--- src/rtl/sipo_deserializer_pkg.sv ---
// Shared serial-link definitions: FSM encodings and default word width,
// common to the SIPO receiver and the PISO transmitter.
package sipo_deserializer_pkg;

  typedef enum logic {
    IDLE  = 1'b0,
    SHIFT = 1'b1
  } state_t;

  localparam int SIPO_WIDTH_DEF = 4;

endpackage

--- src/rtl/sipo_shift_reg.sv ---
// WIDTH-bit shift register; dir=1 shifts toward the MSB (first bit ends in the
// MSB), dir=0 shifts toward the LSB (first bit ends in the LSB).
module sipo_shift_reg
  import sipo_deserializer_pkg::*;
#(
  parameter int WIDTH = SIPO_WIDTH_DEF
) (
  input  logic             clk,
  input  logic             rst,
  input  logic             en,
  input  logic             dir,
  input  logic             si,
  output logic [WIDTH-1:0] nxt
);

  logic [WIDTH-1:0] sr;

  // nxt is the value after this edge's shift; the top captures it as the
  // completed word on the edge that samples the last bit.
  always_comb begin
    nxt = dir ? {sr[WIDTH-2:0], si} : {si, sr[WIDTH-1:1]};
  end

  always_ff @(posedge clk or posedge rst) begin
    if (rst) begin
      sr <= '0;
    end else if (en) begin
      sr <= nxt;
    end
  end

endmodule

--- src/rtl/sipo_deserializer.sv ---
// Serial-in parallel-out receiver: frames WIDTH bits after start, presents the
// word on q with a valid/ack handshake and a sticky overrun flag.
module sipo_deserializer
  import sipo_deserializer_pkg::*;
#(
  parameter int WIDTH     = SIPO_WIDTH_DEF,
  parameter int MSB_FIRST = 1
) (
  input  logic             clk,
  input  logic             rst,
  input  logic             si,
  input  logic             s_en,
  input  logic             start,
  input  logic             q_ack,
  output logic [WIDTH-1:0] q,
  output logic             q_valid,
  output logic             busy,
  output logic             overrun
);

  localparam int                CNT_W = $clog2(WIDTH) + 1;
  localparam logic [CNT_W-1:0] LAST  = CNT_W'(WIDTH - 1);

  state_t           state, state_n;
  logic [CNT_W-1:0] cnt, cnt_n;
  logic             shift_en;
  logic             load;
  logic             ovr_set;
  logic [WIDTH-1:0] word;

  sipo_shift_reg #(
    .WIDTH(WIDTH)
  ) u_shift (
    .clk(clk),
    .rst(rst),
    .en (shift_en),
    .dir(MSB_FIRST != 0),
    .si (si),
    .nxt(word)
  );

  always_ff @(posedge clk or posedge rst) begin
    if (rst) begin
      state <= IDLE;
      cnt   <= '0;
    end else begin
      state <= state_n;
      cnt   <= cnt_n;
    end
  end

  // start always wins: it (re)aligns the frame even on what would have been
  // the completing edge, so a partial word is never delivered.
  always_comb begin
    state_n  = state;
    cnt_n    = cnt;
    shift_en = 1'b0;
    load     = 1'b0;
    ovr_set  = 1'b0;
    case (state)
      IDLE: begin
        if (start) begin
          state_n = SHIFT;
          cnt_n   = '0;
        end
      end
      SHIFT: begin
        if (start) begin
          cnt_n = '0;
        end else if (s_en) begin
          shift_en = 1'b1;
          if (cnt == LAST) begin
            state_n = IDLE;
            cnt_n   = '0;
            if (!q_valid || q_ack) begin
              load = 1'b1;
            end else begin
              ovr_set = 1'b1;
            end
          end else begin
            cnt_n = cnt + 1'b1;
          end
        end
      end
      default: begin
        state_n = IDLE;
        cnt_n   = '0;
      end
    endcase
  end

  // A load in the same edge as q_ack keeps q_valid high for the new word.
  always_ff @(posedge clk or posedge rst) begin
    if (rst) begin
      q       <= '0;
      q_valid <= 1'b0;
      overrun <= 1'b0;
    end else begin
      if (load) begin
        q       <= word;
        q_valid <= 1'b1;
      end else if (q_ack) begin
        q_valid <= 1'b0;
      end
      if (ovr_set) begin
        overrun <= 1'b1;
      end
    end
  end

  assign busy = (state == SHIFT);

endmodule

--- config.mk ---
export PLATFORM = sky130hd
export DESIGN_NAME = sipo_deserializer
export DESIGN_NICKNAME = d
export VERILOG_FILES = /design/src/rtl/sipo_deserializer_pkg.sv /design/src/rtl/sipo_shift_reg.sv /design/src/rtl/sipo_deserializer.sv
export SDC_FILE = /design/constraint.sdc
export NUM_CORES = 1
export LEC_CHECK = 0
export ABC_AREA = 1
export CORE_MARGIN = 2
export CORE_UTILIZATION = 42
export DETAILED_ROUTE_END_ITERATION = 8
export GPL_TIMING_DRIVEN = 0
export PLACE_DENSITY = 0.78
export REMOVE_ABC_BUFFERS = 1
export SYNTH_ARGS = -nofsm -noshare
export SYNTH_HDL_FRONTEND = slang
export SYNTH_SLANG_ARGS = --single-unit
--- constraint.sdc ---
create_clock -name clk -period 1.07 [get_ports clk]
set_input_delay 0.214 -clock clk [delete_from_list [all_inputs] [get_ports clk]]
set_output_delay 0.214 -clock clk [all_outputs]
set_load 0.05 [all_outputs]
==> results of run 1 <==
power groups by stage:
stage | clock network, mW | logic (mW) | registers (mW)
final | 0.300 | 0.289 | 0.580
after floorplan | 0 | 0.0758 | 0.654
after global routing | 0.344 | 0.317 | 0.586
after global placement | 0 | 0.236 | 0.575
after CTS | 0.310 | 0.266 | 0.572
after detailed placement | 0 | 0.240 | 0.579
critical path, cell delays in order, from the launching register on:
cell and delay [ns]:
dfrtp_1 0.36, ha_2 0.19, inv_2 0.05, nor2_4 0.18
nand3_4 0.12, nand2_1 0.08, nand2_1 0.04
placed cells by master, fill, tap and decap left out:
master           synthesis  final
a31oi_1                  1      1
buf_12                   0      1
buf_4                    0      7
buf_6                    1      5
clkbuf_1                 0      1
clkbuf_4                 0      3
clkdlybuf4s50_1          0      5
dfrtp_1                 13     13
ha_2                     0      1
inv_1                    7      7
inv_2                    1      1
inv_8                    0      1
nand2_1                 19     15
nand2_2                  1      3
nand2_4                  0      2
nand3_1                  4      3
nand3_2                  1      1
nand3_4                  0      1
nand4_1                  4      4
nor2_1                   1      1
nor2_4                   2      2
o211ai_1                 1      1
o21ai_0                  1      1
o21ai_2                  1      1
o21bai_2                 1      1
layer usage:
| metal | part of all wire, % | up-vias | wire [um] | GRT usage [%] |
|---|---|---|---|---|
| met5 | 0 | - | 0 | 0 |
| met3 | 5.2 | 3 | 58 | 9.78 |
| li1 | - | 239 | - | - |
| met2 | 49 | 8 | 545 | 30.1 |
| met1 | 45 | 212 | 503 | 22.2 |
| met4 | 1.2 | 0 | 14 | 7.26 |
kinds of logic (layout without fill, tap and decap cells):
family,Yosys count,count (layout),share of synthesized area (%)
and+or+nand+nor,32,32,27.3
DFF,13,13,55.8
buffers and inverters,10,31,8.16
AOI/OAI and AO/OA,5,5,6.65
adders and majority gates,1,1,2.15
final timing paths:
kind	endpoint	cells past startpoint	from	slack, ns
worst min register to register	q[1]$_DFFE_PP0P_	2	q[1]$_DFFE_PP0P_	0.48
worst min-delay path	busy$_DFF_PP0_	2	rst	0.25
max in group asynchronous	cnt[0]$_DFFE_PP0P_	2	rst	0.49
worst max register to register	q[3]$_DFFE_PP0P_	6	cnt[0]$_DFFE_PP0P_	-0.05
worst max-delay path	q[3]$_DFFE_PP0P_	6	cnt[0]$_DFFE_PP0P_	-0.05
min in group clk	q[1]$_DFFE_PP0P_	2	q[1]$_DFFE_PP0P_	0.48
registers in the layout, indices dropped and copies added, names as in the netlist:
signal      count
u_shift.sr      3
cnt             3
overrun         1
busy            1
q_valid         1
q               4
metrics by stage:
step	TNS, ns	setup WS (ns)	hold WS, ns
detailed placement	-5.65	-0.416	0.457
global placement	-5.51	-0.406	0.453
floorplan	-2.78	-0.330	0.0910
global route	-0.995	-0.137	0.299
finish	-0.268	-0.0499	0.246
CTS	-0.388	-0.0721	0.265
area by class of cell:
type                    count  area (um^2)
flip-flops and latches     13          325
fillers                   115          465
well taps                  15         18.8
multi-input cells          38          245
repair buffers             18          179
clock buffers               4         26.3
inverters                   9         41.3
timing repair:
| item | CTS | global route |
|---|---|---|
| pin swaps | 3 | 6 |
| buffers inserted | 4 | 2 |
| endpoints found under the setup margin | 14 | 17 |
| resized for setup | 48 | 10 |
| cloned | 0 | 0 |
==> impl_metrics.ini, run 1 <==
[sta]
fin_crit_sh_pct = 105
slew_headroom_pct = 68.0
finalCriticalPeriod_ns = 1.12
worst_clock_skew_ns = 0.00817
setup_violations = 7
hold_viol = 0
setup_ws_ns = -0.0499
slew_violations = 0
timing.fmax_mhz = 893
grt_setup_unrepaired = true
tightest_slew_ns = 0.480

[clock_network]
root_buffer = clkbuf_4
clk_latency_ns = 0.28
cts_sinks = 13
cts_buffers = 3
clockBufferDepth = 2
cts_tree = done
cts_hold_buf = 0
clk_pin_slew_ns = 0.08
ctsHtreeMaxLevel = 1

[power_and_ir_drop]
seqPwrFrac_pct = 49.6
p_total_mw = 1.17
leakage_nw = 0.429
pwr-share-clk_pct = 25.6
ir_worst_vdd_mv = 0.957
power.density_nw_per_um2 = 1400
intPower_mw = 0.803
p_sw_share_pct = 31.3
p_sw_mw = 0.366
power_frac_comb_pct = 24.7

[synthesis]
async_flop_share_pct = 100
ys_ff_latch = 13
synth_top_cell_area_share_pct = 55.8
yosys_warnings = 0
avgSynthCellArea_um2 = 9.56
yosysMostFrequentCell = nand2_1
yosys.cell_types.count = 18
ys_seq_area_share_pct = 55.8
ys_top_cells_by_area = dfrtp_1, nand2_1, inv_1, nand4_1, nor2_4
syn-cell-area_um2 = 583
synth-main-ff-cell = dfrtp_1
synthTopCellsByCount = nand2_1, dfrtp_1, inv_1
synth_cells = 61
yosys.area.top_type = dfrtp_1
synth_edf_count = 0

[global_route]
grt_pass1_vias = 446
grt-ovfl-total = 0
grtUsageTotal_pct = 19.2
antenna_found_initial = 0
grt_pass1_wl_um = 1970
grt_max_degree = 14

[detailed_routing]
antenna_left = 0
avgRoutedWirePerCell_um = 11.6
drt_pre_antenna_iters = 4
via_per_inst = 4.76
drc = 0
drt_iter0_markers = 3
routed_wl_um = 1120
dr_total_vias = 462

[floorplanning]
rows = 13
die_w_um = 41.3
die_h_um = 41.3
dieArea_um2 = 1700
start_util_pct = 44.8
io_pins = 13
core_um2 = 1300

[worst_setup_path]
critPathKind = reg2reg
critPathArrivalTime_ns = 1.30
cp.required_ns = 1.25
cp_max_fo = 7
crit_path_end_kind = register
startpoint_type = register

[status]
violations = setup timing
status = finished with violations

[flow_run]
maxCapViolations = 0

[finish]
design_area_um2 = 836
fin_util_pct = 64.2
drive_above_1_share_pct = 36.6
synthToLayoutAreaGrowth_pct = 43.3
finalNetCount = 90
final_cells = 97
diodes = 0

[placement]
place_area_um2 = 711
io_buffers = 12
gp_congestion = 0.765
dp_cells = 87
hpwlAfterDp_um = 723

[min_path]
min_path_type = in2async
No activity file was read; power rests on OpenSTA's default activity.
==> inputs of run 2 (changes only) <==
--- a/config.mk
+++ b/config.mk
@@ -10,8 +10,9 @@
 export CORE_UTILIZATION = 42
 export DETAILED_ROUTE_END_ITERATION = 8
 export GPL_TIMING_DRIVEN = 0
-export PLACE_DENSITY = 0.78
+export PLACE_DENSITY_LB_ADDON = 0.3
 export REMOVE_ABC_BUFFERS = 1
+export SETUP_SLACK_MARGIN = 0.1
 export SYNTH_ARGS = -nofsm -noshare
 export SYNTH_HDL_FRONTEND = slang
 export SYNTH_SLANG_ARGS = --single-unit
==> run 2 against run 1 <==
Net effect: the run still ends with setup timing left; via count increased by 11%; cell count increased by 7.2%; hold slack improved by 0.011 ns; combinational power increased by 15%; sequential share of layout area decreased by 3.4 points; core utilization increased by 6.1 points; first-iteration DRC count increased to 3.3 times the previous value; wire length increased by 17%; non-clock buffer count increased by 7; register-to-register slack about the same; largest power group unchanged.
==> impl_metrics.ini, run 2 (synthesis gave the netlist of run 1 again) <==
[detailed_routing]
avgRoutedWirePerCell_um = 12.7
drt_iter0_markers = 10
routed_wl_um = 1320
drt_pre_antenna_iters = 3
via_per_inst = 4.94
dr_total_vias = 514
drc = 0
antenna_left = 0

[clock_network]
clk_pin_slew_ns = 0.08
root_buffer = clkbuf_4
cts_buffers = 3
cts_tree = done
cts_sinks = 13
clockBufferDepth = 2
clk_latency_ns = 0.27
ctsHtreeMaxLevel = 1

[worst_setup_path]
cp_cell_sequence = ha_2 -> inv_2 -> nor2_4 -> buf_4 -> nand4_1 -> nand2_1
timing.rr.end = q[3]$_DFFE_PP0P_
crit_path_end_kind = register
critPathArrivalTime_ns = 1.35
critPathKind = reg2reg
startpoint_type = register
reg2reg_depth = 6
r2r-start = cnt[1]$_DFFE_PP0P_
cp_max_fo = 4
cp.required_ns = 1.28
slowest_stage = dfrtp_1
critPathMaxStageDelay_ns = 0.38
reg2reg_slack_ns = -0.06

[global_route]
gr-usage-met1_pct = 20.5
antenna_found_initial = 0
grt_pass1_vias = 466
grt_pass1_wl_um = 1970
grtUsageTotal_pct = 18.8
grt_max_degree = 14
grt-ovfl-total = 0
grtUsageMet2_pct = 32.0
use_met3_pct = 10.3
busiest_layer = met2

[placement]
gp_congestion = 0.742
io_buffers = 12
place_area_um2 = 711
hpwlAfterDp_um = 788

[floorplanning]
core_um2 = 1300
die_w_um = 41.3
dieArea_um2 = 1700
rows = 13
io_pins = 13
die_h_um = 41.3
start_util_pct = 44.8

[power_and_ir_drop]
power.density_nw_per_um2 = 1320
seqPwrFrac_pct = 48.0
pwr-share-clk_pct = 24.6
p_sw_share_pct = 31.3
ir_worst_vdd_mv = 1.01
leakage_nw = 0.474
p_sw_mw = 0.379
intPower_mw = 0.831
power_frac_comb_pct = 27.4
p_total_mw = 1.21

[sta]
slew_headroom_pct = 66.5
fin_crit_sh_pct = 106
tightest_slew_ns = 0.502
setup_violations = 11
setup_ws_ns = -0.0641
hold_viol = 0
timing.fmax_mhz = 882
slew_violations = 0
grt_setup_unrepaired = true
finalCriticalPeriod_ns = 1.13
worst_clock_skew_ns = 0.00435

[finish]
synthToLayoutAreaGrowth_pct = 56.9
finalNetCount = 97
final_cell_mix = nand2_1, dfrtp_1, buf_4
largest_register_ffs = 4
top_regs = q x4, cnt x3, u_shift.sr x3
diodes = 0
drive_above_1_share_pct = 43.8
top_register = q
design_area_um2 = 915

[min_path]
min_path_type = in2async

[status]
status = finished with violations
violations = setup timing

[flow_run]
maxCapViolations = 0
## run 2: area by class of cell
cell class,count,area (um^2)
Clock buffer,4,26.3
Sequential cell,13,325
Multi-Input combinational cell,38,265
Fill cell,104,387
Tap cell,15,18.8
Timing Repair Buffer,25,238
Inverter,9,41.3
## run 2: worst max-delay path by stage
stage | startpoint | end | slack, ns | cells after the start
floorplan | busy$_DFF_PP0_ | q[0]$_DFFE_PP0P_ | -0.33 | 5
global placement | s_en | q[1]$_DFFE_PP0P_ | -0.42 | 6
detailed placement | s_en | q[1]$_DFFE_PP0P_ | -0.44 | 6
CTS | cnt[1]$_DFFE_PP0P_ | q[3]$_DFFE_PP0P_ | -0.05 | 6
global route | cnt[1]$_DFFE_PP0P_ | q[3]$_DFFE_PP0P_ | -0.12 | 6
finish | cnt[1]$_DFFE_PP0P_ | q[3]$_DFFE_PP0P_ | -0.06 | 6
## run 2: critical path: cells and delay by family (launching register included)
kind | cells | cell delay, ns
flip-flops | 1 | 0.38
adder cells (fa/ha/maj) | 1 | 0.20
buffers and inverters | 2 | 0.19
AND/OR/NAND/NOR | 3 | 0.31
## run 2: power by group through the flow
stage	Clock, mW	Sequential (mW)	Combinational, mW
2_1_floorplan	0	0.654	0.0758
3_3_place_gp	0	0.576	0.236
3_5_place_dp	0	0.580	0.242
4_1_cts	0.306	0.577	0.300
5_1_grt	0.324	0.587	0.357
6_report	0.297	0.581	0.332
## run 2: layer usage
layer  vias to the layer above  routed length (um)
li1                        257                   -
met1                       242                 510
met2                        11                 706
met3                         4                  81
met4                         0                  18
met5                         -                   0
## run 2: what timing repair did
item                       in CTS  in global routing
setup buffers                   9                  4
setup endpoints to repair      20                 20
pin swaps                       6                  5
gates resized for setup        60                  6
hold buffers                    0                  0
## run 2: stage by stage
step / worst slack [ns] / setup TNS (ns) / std cells / hold slack [ns] / util, %
2_1_floorplan: -0.330 / -2.78 / 60 / 0.0910 / -
3_3_place_gp: -0.424 / -5.61 / 87 / 0.453 / 54.6
3_5_place_dp: -0.444 / -5.86 / 87 / 0.457 / 54.6
4_1_cts: -0.0540 / -0.294 / 100 / 0.271 / 66.0
5_1_grt: -0.124 / -1.08 / 104 / 0.286 / 70.3
6_report: -0.0641 / -0.357 / 104 / 0.257 / 70.3
==> inputs of run 3 (changes only) <==
--- a/config.mk
+++ b/config.mk
@@ -6,9 +6,11 @@
 export NUM_CORES = 1
 export LEC_CHECK = 0
 export ABC_AREA = 1
-export CORE_MARGIN = 2
-export CORE_UTILIZATION = 42
+export CORE_AREA = 2 2 39 41
+export CTS_BUF_LIST = sky130_fd_sc_hd__clkbuf_8
+export CTS_CLUSTER_SIZE = 16
 export DETAILED_ROUTE_END_ITERATION = 8
+export DIE_AREA = 0 0 41 43
 export GPL_TIMING_DRIVEN = 0
 export PLACE_DENSITY_LB_ADDON = 0.3
 export REMOVE_ABC_BUFFERS = 1
==> run 3 against run 2 <==
Net effect: the flow still finishes with violations (setup timing); sequential cell count did not move; first-iteration DRC count fell by 40%; final area fell by 1.9%; setup slack got worse by 0.028 ns; combinational power fell by 7.2%; non-clock buffer count fell by 2; clock power rose by 40%; largest power group unchanged; highest routed layer unchanged.
==> impl_metrics.ini, run 3 (synthesis gave the netlist of run 1 again) <==
[sta]
grt_setup_unrepaired = true
slew_violations = 0
tightest_slew_ns = 0.474
fin_crit_sh_pct = 109
worst_clock_skew_ns = 0.00172
hold_viol = 0
setup_ws_ns = -0.0919
setup_violations = 7
slew_headroom_pct = 68.4
timing.fmax_mhz = 861
finalCriticalPeriod_ns = 1.16
setup_tns_ns = -0.452

[placement]
io_buffers = 12
dp_cells = 88
place_area_um2 = 712
gp_congestion = 0.687
hpwlAfterDp_um = 758

[detailed_routing]
wl_met3_um = 29
highest_layer = met4
drt_iter0_markers = 6
drt_pre_antenna_iters = 4
drc = 0
avgRoutedWirePerCell_um = 12.7
wl_met2_um = 716
via_per_inst = 4.85
antenna_left = 0
dr_total_vias = 500
wl_met1_um = 536
routed_wl_um = 1300

[global_route]
grt_pass1_vias = 530
grt_pass1_wl_um = 2110
antenna_found_initial = 0
grt-ovfl-total = 0
grtUsageTotal_pct = 18.5
grt_max_degree = 14

[finish]
final_cell_mix = nand2_1, dfrtp_1, buf_4
finalNetCount = 95
largest_register_ffs = 4
drive_above_1_share_pct = 37.9
design_area_um2 = 897
layout_commonest_cell = nand2_1
top_register = q
final_cells = 103
top_regs = q x4, cnt x3, u_shift.sr x3
synthToLayoutAreaGrowth_pct = 53.9
diodes = 0

[worst_setup_path]
cp.required_ns = 1.19
cpMostUsedCell = nand2_1
critPathArrivalTime_ns = 1.29
crit_path_end_kind = register
startpoint_type = register
critPathMaxStageDelay_ns = 0.36
cp_max_fo = 6
cp_cell_sequence = ha_2 -> inv_2 -> nor2_4 -> nand3_4 -> nand2_1 -> nand2_1
critPathKind = reg2reg
cp_top_family = simple AND/OR/NAND/NOR gates
slowest_stage = dfrtp_1
worst-path-buf-inv = 1

[floorplanning]
dieArea_um2 = 1760
die_h_um = 43
core_um2 = 1380
io_pins = 13
rows = 14
start_util_pct = 42.1
die_w_um = 41

[power_and_ir_drop]
ir_worst_vdd_mv = 0.616
leakage_nw = 0.478
power.density_nw_per_um2 = 1450

[clock_network]
clockBufferDepth = 2
cts_sinks = 13
clk_pin_slew_ns = 0.05
cts_buffers = 3
root_buffer = clkbuf_8
ctsHtreeMaxLevel = 1
cts_tree = done
clk_latency_ns = 0.24

[status]
violations = setup timing
status = finished with violations

[flow_run]
maxCapViolations = 0

[min_path]
min_path_type = in2async
==> run 3: changes by cell type in the layout (fill, tap and decap cells not counted), sizes merged <==
cell           change
inv                +1
clkdlybuf4s50      -1
buf                -2
clkbuf             -1
dlymetal6s2s       +1
==> run 3: worst paths after layout <==
check | depth (start not counted) | to | slack [ns] | start
worst max-delay path | 6 | q[2]$_DFFE_PP0P_ | -0.09 | cnt[1]$_DFFE_PP0P_
worst min-delay path | 2 | q[1]$_DFFE_PP0P_ | 0.29 | rst
worst max register to register | 6 | q[2]$_DFFE_PP0P_ | -0.09 | cnt[1]$_DFFE_PP0P_
worst min register to register | 1 | overrun$_DFFE_PP0P_ | 0.49 | overrun$_DFFE_PP0P_
max in group asynchronous | 2 | u_shift.sr[1]$_DFFE_PP0P_ | 0.46 | rst
min in group clk | 2 | busy$_DFF_PP0_ | 0.34 | s_en
==> run 3: worst register-to-register path, stage by stage (launching register included) <==
cell     delay (ns)
dfrtp_1        0.36
ha_2           0.19
inv_2          0.05
nor2_4         0.18
nand3_4        0.12
nand2_1        0.09
nand2_1        0.06
==> run 3: final cells by class <==
cell class	count	area, um^2
Multi-Input combinational cell	38	233
Fill cell	114	487
Inverter	9	41.3
Sequential cell	13	325
Clock inverter	1	3.75
Clock buffer	3	41.3
Tap cell	16	20.0
Timing Repair Buffer	23	233
==> run 3: layer usage <==
metal	GRT usage, %	vias to the layer above
met1	18.6	239
met3	4.71	2
li1	-	250
met5	0	-
met4	10.0	0
met2	31.9	9
==> run 3: report_power, final <==
group	switching (mW)	internal, mW
Sequential	0.0380	0.541
Clock	0.164	0.253
Combinational	0.177	0.131
Total	0.379	0.925
==> run 3: what timing repair did <==
action | CTS | global route
setup endpoints to repair | 19 | 20
pin swaps | 4 | 9
setup buffers | 9 | 2
hold buffers | 0 | 0
resized for setup | 57 | 6
==> run 3: per-stage QoR <==
step	power [mW]	hold WS, ns	util, %	setup slack [ns]
floorplan	0.730	0.0910	-	-0.330
global placement	0.812	0.455	51.4	-0.427
detailed placement	0.820	0.459	51.4	-0.435
CTS	1.29	0.317	62.6	-0.0662
global route	1.37	0.356	64.8	-0.144
finish	1.30	0.291	64.8	-0.0919
